`src/rtl/rr_mux8_arbiter_pkg.sv`:
```
// Shared types, sizes and the round-robin search helper for the 8:1 mux arbiter.
package rr_mux8_pkg;

  localparam int N_REQ = 8;
  localparam int SEL_W = 3;

  typedef enum logic {
    ARB_IDLE = 1'b0,
    ARB_BUSY = 1'b1
  } arb_state_t;

  typedef struct packed {
    logic             found;
    logic [SEL_W-1:0] index;
  } pick_t;

  // First set request bit in the order ptr+1, ptr+2, ... ptr+8 (mod 8).
  // The loop runs from the farthest candidate down to the nearest, so the
  // last assignment that sticks is the closest one to the pointer.
  function automatic pick_t rr_pick(input logic [N_REQ-1:0] req,
                                    input logic [SEL_W-1:0] ptr);
    pick_t            res;
    logic [SEL_W-1:0] idx;
    res.found = 1'b0;
    res.index = '0;
    for (int k = N_REQ; k >= 1; k--) begin
      idx = ptr + SEL_W'(k);
      if (req[idx]) begin
        res.found = 1'b1;
        res.index = idx;
      end
    end
    return res;
  endfunction

endpackage

```
`src/rtl/rr_mux8_arbiter_if.sv`:
```
// Requester/consumer bundle around the 8:1 mux arbiter.
interface rr_mux8_arbiter_if #(parameter int W = 8);
  import rr_mux8_pkg::*;

  logic [N_REQ-1:0]   req;
  logic [N_REQ*W-1:0] data;
  logic [N_REQ-1:0]   last;
  logic [N_REQ-1:0]   req_ready;
  logic               out_valid;
  logic [W-1:0]       out_data;
  logic               out_last;
  logic               out_ready;
  logic [SEL_W-1:0]   sel;
  logic [N_REQ-1:0]   grant;
  logic               busy;

  // Arbiter side.
  modport slave (
    input  req, data, last, out_ready,
    output req_ready, out_valid, out_data, out_last, sel, grant, busy
  );

  // Requesters plus downstream consumer.
  modport master (
    output req, data, last, out_ready,
    input  req_ready, out_valid, out_data, out_last, sel, grant, busy
  );

endinterface

```
`src/rtl/rr_mux8_arbiter_mux8_w.sv`:
```
// Plain 8:1 case-select of W-bit slices; no gating, the arbiter handles that.
module mux8_w
  import rr_mux8_pkg::*;
#(
  parameter int W = 8
) (
  input  logic [SEL_W-1:0]   sel,
  input  logic [N_REQ*W-1:0] din,
  output logic [W-1:0]       dout
);

  // Select slice sel of the packed input.
  always_comb begin
    dout = '0;
    case (sel)
      3'd0: dout = din[0*W +: W];
      3'd1: dout = din[1*W +: W];
      3'd2: dout = din[2*W +: W];
      3'd3: dout = din[3*W +: W];
      3'd4: dout = din[4*W +: W];
      3'd5: dout = din[5*W +: W];
      3'd6: dout = din[6*W +: W];
      3'd7: dout = din[7*W +: W];
      default: dout = '0;
    endcase
  end

endmodule

```
`src/rtl/rr_mux8_arbiter.sv`:
```
// Round-robin arbiter for an 8:1 data mux; grant is held for a whole packet.
//
// state    | meaning
// ---------+--------------------------------------------------------------
// ARB_IDLE | no owner; pick next requester after ptr, outputs gated to 0
// ARB_BUSY | requester sel owns the channel until a transfer with last=1
module rr_mux8_arbiter
  import rr_mux8_pkg::*;
#(
  parameter int W = 8
) (
  input logic              clk,
  input logic              rst_n,
  rr_mux8_arbiter_if.slave bus
);

  arb_state_t       state;
  logic [SEL_W-1:0] ptr;
  logic [SEL_W-1:0] sel_q;
  logic [N_REQ-1:0] grant_q;
  logic             busy_q;

  logic [W-1:0]     mux_data;
  logic [0:0]       mux_last;
  logic             req_sel;
  logic             xfer;
  pick_t            pick;

  mux8_w #(.W(W)) u_mux_data (
    .sel  (sel_q),
    .din  (bus.data),
    .dout (mux_data)
  );

  mux8_w #(.W(1)) u_mux_last (
    .sel  (sel_q),
    .din  (bus.last),
    .dout (mux_last)
  );

  assign pick    = rr_pick(bus.req, ptr);
  assign req_sel = bus.req[sel_q];
  assign xfer    = (state == ARB_BUSY) && req_sel && bus.out_ready;

  // Arbitration FSM with registered sel/grant/busy.
  always_ff @(posedge clk or negedge rst_n) begin
    if (!rst_n) begin
      state   <= ARB_IDLE;
      ptr     <= 3'd7;
      sel_q   <= '0;
      grant_q <= '0;
      busy_q  <= 1'b0;
    end else begin
      case (state)
        ARB_IDLE: begin
          if (pick.found) begin
            sel_q   <= pick.index;
            grant_q <= N_REQ'(1) << pick.index;
            busy_q  <= 1'b1;
            state   <= ARB_BUSY;
          end
        end
        ARB_BUSY: begin
          if (xfer && mux_last[0]) begin
            ptr     <= sel_q;
            grant_q <= '0;
            busy_q  <= 1'b0;
            state   <= ARB_IDLE;
          end
        end
        default: state <= ARB_IDLE;
      endcase
    end
  end

  // Output path: follows the owner in BUSY, forced to zero in IDLE.
  always_comb begin
    bus.out_valid = 1'b0;
    bus.out_data  = '0;
    bus.out_last  = 1'b0;
    bus.req_ready = '0;
    if (state == ARB_BUSY) begin
      bus.out_valid        = req_sel;
      bus.out_data         = mux_data;
      bus.out_last         = mux_last[0];
      bus.req_ready[sel_q] = bus.out_ready;
    end
  end

  assign bus.sel   = sel_q;
  assign bus.grant = grant_q;
  assign bus.busy  = busy_q;

endmodule

```
`src/flat_wrapper.sv`:
```
// flat-port wrapper written by rule: the top's interface ports become plain ports
module rr_mux8_arbiter_flat import rr_mux8_pkg::*;
#(
  parameter int W = 8
)
  (clk, rst_n, bus_req, bus_data, bus_last, bus_out_ready, bus_req_ready, bus_out_valid, bus_out_data, bus_out_last, bus_sel, bus_grant, bus_busy);
  rr_mux8_arbiter_if #(.W(W)) bus_i ();
  input logic clk;
  input logic rst_n;
  input wire logic [$bits(bus_i.req)-1:0] bus_req;
  input wire logic [$bits(bus_i.data)-1:0] bus_data;
  input wire logic [$bits(bus_i.last)-1:0] bus_last;
  input wire logic [$bits(bus_i.out_ready)-1:0] bus_out_ready;
  output wire logic [$bits(bus_i.req_ready)-1:0] bus_req_ready;
  output wire logic [$bits(bus_i.out_valid)-1:0] bus_out_valid;
  output wire logic [$bits(bus_i.out_data)-1:0] bus_out_data;
  output wire logic [$bits(bus_i.out_last)-1:0] bus_out_last;
  output wire logic [$bits(bus_i.sel)-1:0] bus_sel;
  output wire logic [$bits(bus_i.grant)-1:0] bus_grant;
  output wire logic [$bits(bus_i.busy)-1:0] bus_busy;
  assign bus_i.req = bus_req;
  assign bus_i.data = bus_data;
  assign bus_i.last = bus_last;
  assign bus_i.out_ready = bus_out_ready;
  assign bus_req_ready = bus_i.req_ready;
  assign bus_out_valid = bus_i.out_valid;
  assign bus_out_data = bus_i.out_data;
  assign bus_out_last = bus_i.out_last;
  assign bus_sel = bus_i.sel;
  assign bus_grant = bus_i.grant;
  assign bus_busy = bus_i.busy;
  rr_mux8_arbiter #(.W(W)) u_core (.clk(clk), .rst_n(rst_n), .bus(bus_i));
endmodule
```
`config.mk`:
```
export PLATFORM = sky130hd
export DESIGN_NAME = rr_mux8_arbiter_flat
export DESIGN_NICKNAME = d
export VERILOG_FILES = /design/src/rtl/rr_mux8_arbiter_pkg.sv /design/src/rtl/rr_mux8_arbiter_if.sv /design/src/rtl/rr_mux8_arbiter_mux8_w.sv /design/src/rtl/rr_mux8_arbiter.sv /design/src/flat_wrapper.sv
export SDC_FILE = /design/constraint.sdc
export NUM_CORES = 1
export LEC_CHECK = 0
export ABC_AREA = 1
export BUFFER_PORTS_ARGS = -buffer_cell sky130_fd_sc_hd__buf_2
export CAP_MARGIN = 20
export CORE_UTILIZATION = 45
export CTS_CLUSTER_SIZE = 24
export DETAILED_ROUTE_END_ITERATION = 8
export HOLD_SLACK_MARGIN = 0.05
export PLACE_DENSITY_LB_ADDON = 0.2
export SLEW_MARGIN = 20
export SYNTH_ARGS = -nofsm -noshare
export SYNTH_HDL_FRONTEND = slang
export SYNTH_SLANG_ARGS = --single-unit
```
`constraint.sdc`:
```
create_clock -name clk -period 2.89 [get_ports clk]
set_clock_uncertainty 0.15 [all_clocks]
set_input_delay 0.289 -clock clk [delete_from_list [all_inputs] [get_ports clk]]
set_output_delay 0.289 -clock clk [all_outputs]
set_load 0.01 [all_outputs]
```
======== Word-level counts from Yosys, hierarchy flattened ========
Index checks and enable logic that the tools add are counted.
operators by class
  bitwise logic cells ..................... 2
  $lt $le $gt $ge ......................... 10
  add/subtract/negate cells ............... 7
  shifts and indexed selects .............. 1
  muxes and demuxes ....................... 43
  reductions and logical operators ........ 8
  eq/ne operators ......................... 9
operators by type and width
  cell                 number
  $pmux 8 s8           1
  $lt 3x4->1 const B   9
  $mux 4               8
  $mux 8               4
  $bmux 1 s3           9
  $mux 1               16
  $pmux 8 s2           1
  $add 3x3->3 const B  4
  $eq 3x3->1 const B   4
  $and 8x8->8          1
  $pmux 1 s8           1
  $shl 1x3->8 const A  1
  $add 3x2->3 const B  2
  $eq 3x2->1 const B   2
  $reduce_and 2->1     3
  $logic_and 1x1->1    4
  $pmux 1 s2           2
  $add 3x1->3 const B  1
  $demux 1 s3          1
  $eq 3x1->1 const B   1
  $ge 3x1->1 const B   1
  $logic_not 3->1      1
  $ne 2x1->1 const B   1
  $ne 2x2->1 const B   1
  $not 1->1            1
storage, ports and cells
  bits of input ports ..................... 83
  register bits after elaboration ......... 16
  output and inout bits ................... 30

======== Logic depth before layout (Yosys ltp) ========
  depth in word-level cells ............... 13
  gate-level depth with buffers ........... 20
  gate-level depth less buffers ........... 19

======== By module ========
A second synthesis with hierarchy kept.
second synthesis, totals
  cells, all modules ...................... 401
  area total of the unflattened synthesis .. 2,378.5 µm²
by module, submodules not included
  module                       cells an instance  seq. area each (µm²)  times used  area each (µm²)
  rr_mux8_arbiter              245                404.1                 1           1,619.1
  mux8_w at u_core.u_mux_data  138                0.0                   1           684.4
  mux8_w at u_core.u_mux_last  18                 0.0                   1           75.1

======== Worst setup path before layout ========
No wires, ideal clock.
  path kind ............................... register to register
  from .................................... reg u_core.ptr[0]
  to ...................................... reg u_core.grant_q[0], in the netlist u_core.bus.grant[0]
  required time ........................... 2,675 ps
  arrival time ............................ 2,346 ps
  buffers on the path ..................... 2
  cell stages (with the launch flop) ...... 18
  slack ................................... 329 ps
  clock period less this slack ............ 2,561 ps
  cell sequence ........................... dfstp_2 buf_6 inv_6 buf_12 ha_1 inv_2 nand3_2 nand3_4 nand2_4 clkinv_2 nand4_1 nor2_2 nand3_2 nand2_4 nand2_4 clkinv_8 nand2_2 nand2_1
between the ends
  longest elaborated chain between the ends .. 13
  elaborated cells between the ends (all ways) .. 36
  classes of those cells .................. 7 x add/sub; 1 x eq/ne; 1 x shift; 26 x mux; 1 x reduce/logical
ends and longest elaborated chain
  what                                                    line                                                  RTL
  start: declaration                                      rr_mux8_arbiter.sv:18                                 logic [SEL_W-1:0] ptr;
  start signal: assignment                                rr_mux8_arbiter.sv:65                                 ptr <= sel_q;
  $add 3x3->3 or $bmux 1 s3 (tied branches)               rr_mux8_arbiter_pkg.sv:27, rr_mux8_arbiter_pkg.sv:28
  $bmux 1 s3 or $mux 1 (tied branches)                    rr_mux8_arbiter_pkg.sv:28                             if (req[idx]) begin
  $mux 1 (not written as such) or $mux 4 (tied branches)  rr_mux8_arbiter_pkg.sv:28
  $mux 4 (6 in a row)                                     rr_mux8_arbiter_pkg.sv:28
  $mux 4 (*)                                              rr_mux8_arbiter_pkg.sv:28
  $shl 1x3->8                                             rr_mux8_arbiter.sv:58                                 grant_q <= N_REQ'(1) << pick.index;
  $mux 8                                                  rr_mux8_arbiter.sv:56                                 if (pick.found) begin
  $pmux 8 s2                                              rr_mux8_arbiter.sv:54                                 case (state)
  end signal: assignment                                  rr_mux8_arbiter.sv:58
  end: declaration                                        rr_mux8_arbiter.sv:20                                 logic [N_REQ-1:0] grant_q;
Mark *: on every way between the ends. The rest lies on a longest branch, timed or not. The select of a mux whose other input is x is not followed.
A chain may end at the register's enable or synchronous reset.

======== Final worst setup path ========
  from .................................... reg u_core.sel_q[2], in the netlist u_core.bus.sel[2]
  to ...................................... out bus_out_data[1]
between the ends
  longest elaborated chain between the ends .. 3
  elaborated cells between the ends (all ways) .. 10
  classes of those cells .................. 7 x eq/ne; 2 x mux; 1 x reduce/logical
ends and longest elaborated chain
  what                                line                          RTL
  start: declaration                  rr_mux8_arbiter.sv:19         logic [SEL_W-1:0] sel_q;
  start signal: assignment            rr_mux8_arbiter.sv:57         sel_q <= pick.index;
  $eq 3x3->1 (tied with other cells)  rr_mux8_arbiter_mux8_w.sv:15  case (sel)
  $pmux 8 s8 (*)                      rr_mux8_arbiter_mux8_w.sv:15
  $mux 8 (*)                          rr_mux8_arbiter.sv:82         if (state == ARB_BUSY) begin
  end: declaration                    flat_wrapper.sv:16            output wire logic [$bits(bus_i.out_data)-1:0] bus_out_data;
Mark *: on every way between the ends. The rest lies on a longest branch, timed or not.

==> metrics.md <==
| Metric | Value |
|---|---|
| # IOs | 113 |
| Worst skew pair latency | 250 ps |
| Post-synth top cells | nand2_1, nand3_1, nand3_2, nor2_1, nand2_2 |
| Simple logic cell fraction of the synthesized area | 0.508 |
| Initial DRC count | approximately 230 |
| Post-DR wirelength/cell | 13.7 um |
| Crit end category | output port |
| CP max stage delay | 490 ps |
| Post-route cell area | 2830 um^2 |
| Async set-reset flop share out of synthesis | 1.00 |
| Critical path's slowest cell | dfrtp_1 |
| H-Tree Depth | 1 |
| CTS tree | built |
| Synth top area share | 0.168 |
| Clk buf depth | 2 |
| GRT Total Usage | 0.267 |
| Pwr per Cell Area | 1220 nW/um^2 |
| Mux share of post-synthesis cell area | 0 |
| Max Cap Violations | 0 |
| Fmax | between 0.3 and 0.4 GHz |
| RSZ-0062 raised after global routing | false |
| Core area | 4470 um^2 |
| Required @ worst endpoint | 2450 ps |
| Yosys warns | 0 |
| DRC | 0 |
| Pwr Total | about 3.5 mW |
| Die ar. | about 5000 um^2 |
| Initial antenna violation count | 0 |
| Mapped Cells | 313 |
| Syn Std Cell Area | 2150 um^2 |
| Largest net degree at the start of global routing | 17 |
| Final setup vio count | 0 |
| Hold violation total from the final report | 0 |
| Post-DP Area | 2750 um^2 |
| Critical Path Start Type | flip-flop |
| Row count | 24 |
| Gate power share | 0.818 |
| Slew @ Worst Pin | roughly 360 ps |
| Clock network power share | 0.058 |
| Gpl congestion | 0.940 |
| Worst Path Max Fanout | 9 |
| Slew HR | 0.757 |
| Worst-path cell chain | inv_2 -> nand3_1 -> clkinv_1 -> a22o_1 -> a221oi_1 -> a31oi_1 -> buf_2 |
| Most numerous cell in the Yosys netlist | nand2_1 |
| Final net count | 517 |
| Synth top area cells | nand2_1, dfrtp_1, nand3_2 |
| XOR/XNOR share of the synthesized area | 0.0152 |
| Dpl hpwl | about 5400 um |
| CP Class | flip-flop to output port |
| Synth Area in Adders | 0.0117 |
| Global-route wire length before repair | 10900 um |
| CTS Buf Count | 3 |
| Final wirelength | between 6000 and 7000 um |
| Initial core utilization | 0.480 |
| Syn Nets | 398 |
| Top_reg_cell synth | dfrtp_1 |
| R2R depth | 18 |
| Part of the cycle the worst path needs | 0.915 |
| Register bit count reported by yosys | 16 |
| Clk root buf | clkbuf_8 |
| Share of cells above drive strength 1 | 0.480 |
| Switching Fraction | 0.580 |
| CP arrival | 2210 ps |
| Net Switching | 2.01 mW |
| Maximum vdd drop | a little over 0.5 mV |
| P_leak | 1.57 nW |
| Number of synthesized flops with an enable pin | 0 |
| Clock sink count | 16 |
| Via Count | 2611 |
| Main combinational cell family by area after synthesis | simple AND/OR/NAND/NOR gates |
| Flop pwr share | 0.124 |
| Min Tclk post-route | 2640 ps |
| Chip Width | ~70 um |
| Compound-gate portion of the synthesized area | 0.176 |
| Via count of the first global-routing pass | between 2000 and 3000 |
| Status | completed |
| Synth cell types | 38 |
| Detail Route Antenna Nets | 0 |
| Setup TNS after final layout | 0 ps |
| Syn avg cell area | 6.86 um^2 |
| Die height | 71.1 um |
| First-pass iteration count of the detailed router | 7 |
| Clock-pin slew on the worst setup and hold paths | 70 ps |
| Antenna Cells | 0 |
| Hold Slack | around 320 ps |
| Post-synthesis sequential area ratio | 0.188 |
| Internal power | 1.46 mW |
| Tightest Hold Check Type | input port to asynchronous set/reset pin |
| Via density | around 5.4 |
| Buffers on Ports | 112 |
| Synthesis-to-finish area growth | 32.0% |
| Leading area contributor after synthesis | nand2_1 |
| Max-slew violations | 0 |
| GR Overflow Total | 0 |
[layout make-up]
type | count | area (um^2)
timing repair buffer | 120 | 623
multi-input combinational | 254 | 1530
clock buffer | 4 | 55.1
tap | 52 | 65.1
sequential | 16 | 404
fill | 429 | 1640
inverter | 37 | 160
[placed cells by master (no fill, tap or decap), types with 9 or more instances in the layout]
master    count
a221oi_1     13
nand2_1      96
dfrtp_1      13
nand2_2      17
nor2_1       18
inv_1        15
nand3_1      23
nand2_4      10
nand3_2      23
buf_2       112
a21oi_1      12
inv_2        15
o21ai_0       9
[power groups by stage]
stage / logic [mW] / clock network, mW / registers, mW
final: 2.84 / 0.202 / 0.429
after global placement: 2.77 / 0 / 0.439
after CTS: 2.80 / 0.203 / 0.438
after detailed placement: 2.79 / 0 / 0.440
after floorplan: 2.19 / 0 / 0.395
after global routing: 3.14 / 0.209 / 0.445
[final timing paths]
kind	from	end	slack (ps)
worst min register to register	u_core.bus.busy	u_core.bus.busy	330
worst max-delay path	u_core.bus.sel[2]	bus_out_data[1]	250
min in group clk	u_core.bus.busy	u_core.bus.busy	330
worst max register to register	u_core.ptr[0]	u_core.bus.grant[3]	280
max in group asynchronous	rst_n	u_core.ptr[0]	1960
worst min-delay path	rst_n	u_core.bus.grant[1]	320
[logic make-up (layout without fill, tap and decap cells)]
kind of cell,count (synthesis),count (layout)
AO/OA/AOI/OAI,53,53
adder cells (fa/ha/maj),2,2
buffers and inverters,43,161
XOR/XNOR,2,2
flip-flops,16,16
AND/OR/NAND/NOR,197,197
[sequential cells by signal, summed over array words and instances (netlist names)]
name / flops
u_core.state: 1
u_core.bus.sel: 3
u_core.bus.grant: 8
u_core.ptr: 3
u_core.bus.busy: 1
[through the flow]
stage,instances,setup slack (ps),util
detailed placement,476,249,0.615
CTS,481,221,0.630
global placement,476,289,0.615
global route,483,21.8,0.633
floorplan,313,329,-
finish,483,246,0.633
[layer usage]
metal  up-vias  GRT usage  part of all wire
li1       1300          -                 -
met1      1198      0.366              0.44
met2       105      0.454              0.48
met3         8     0.0157             0.059
met4         0     0.0844             0.012
met5         -          0                 0
[critical path, delay by kind of cell (launching register included)]
kind            cells  cell delay [ps]
compound gates      3              730
buf+inv             3              580
flops               1              490
simple gates        1              140
[what timing repair did]
action,4_1_cts,5_1_grt
resized for setup,0,0
endpoints found under the hold margin,13,0
setup buffers,0,2
setup endpoints to repair,0,2
hold buffers,1,0
Note: power is estimated with default switching activity, not from simulation.
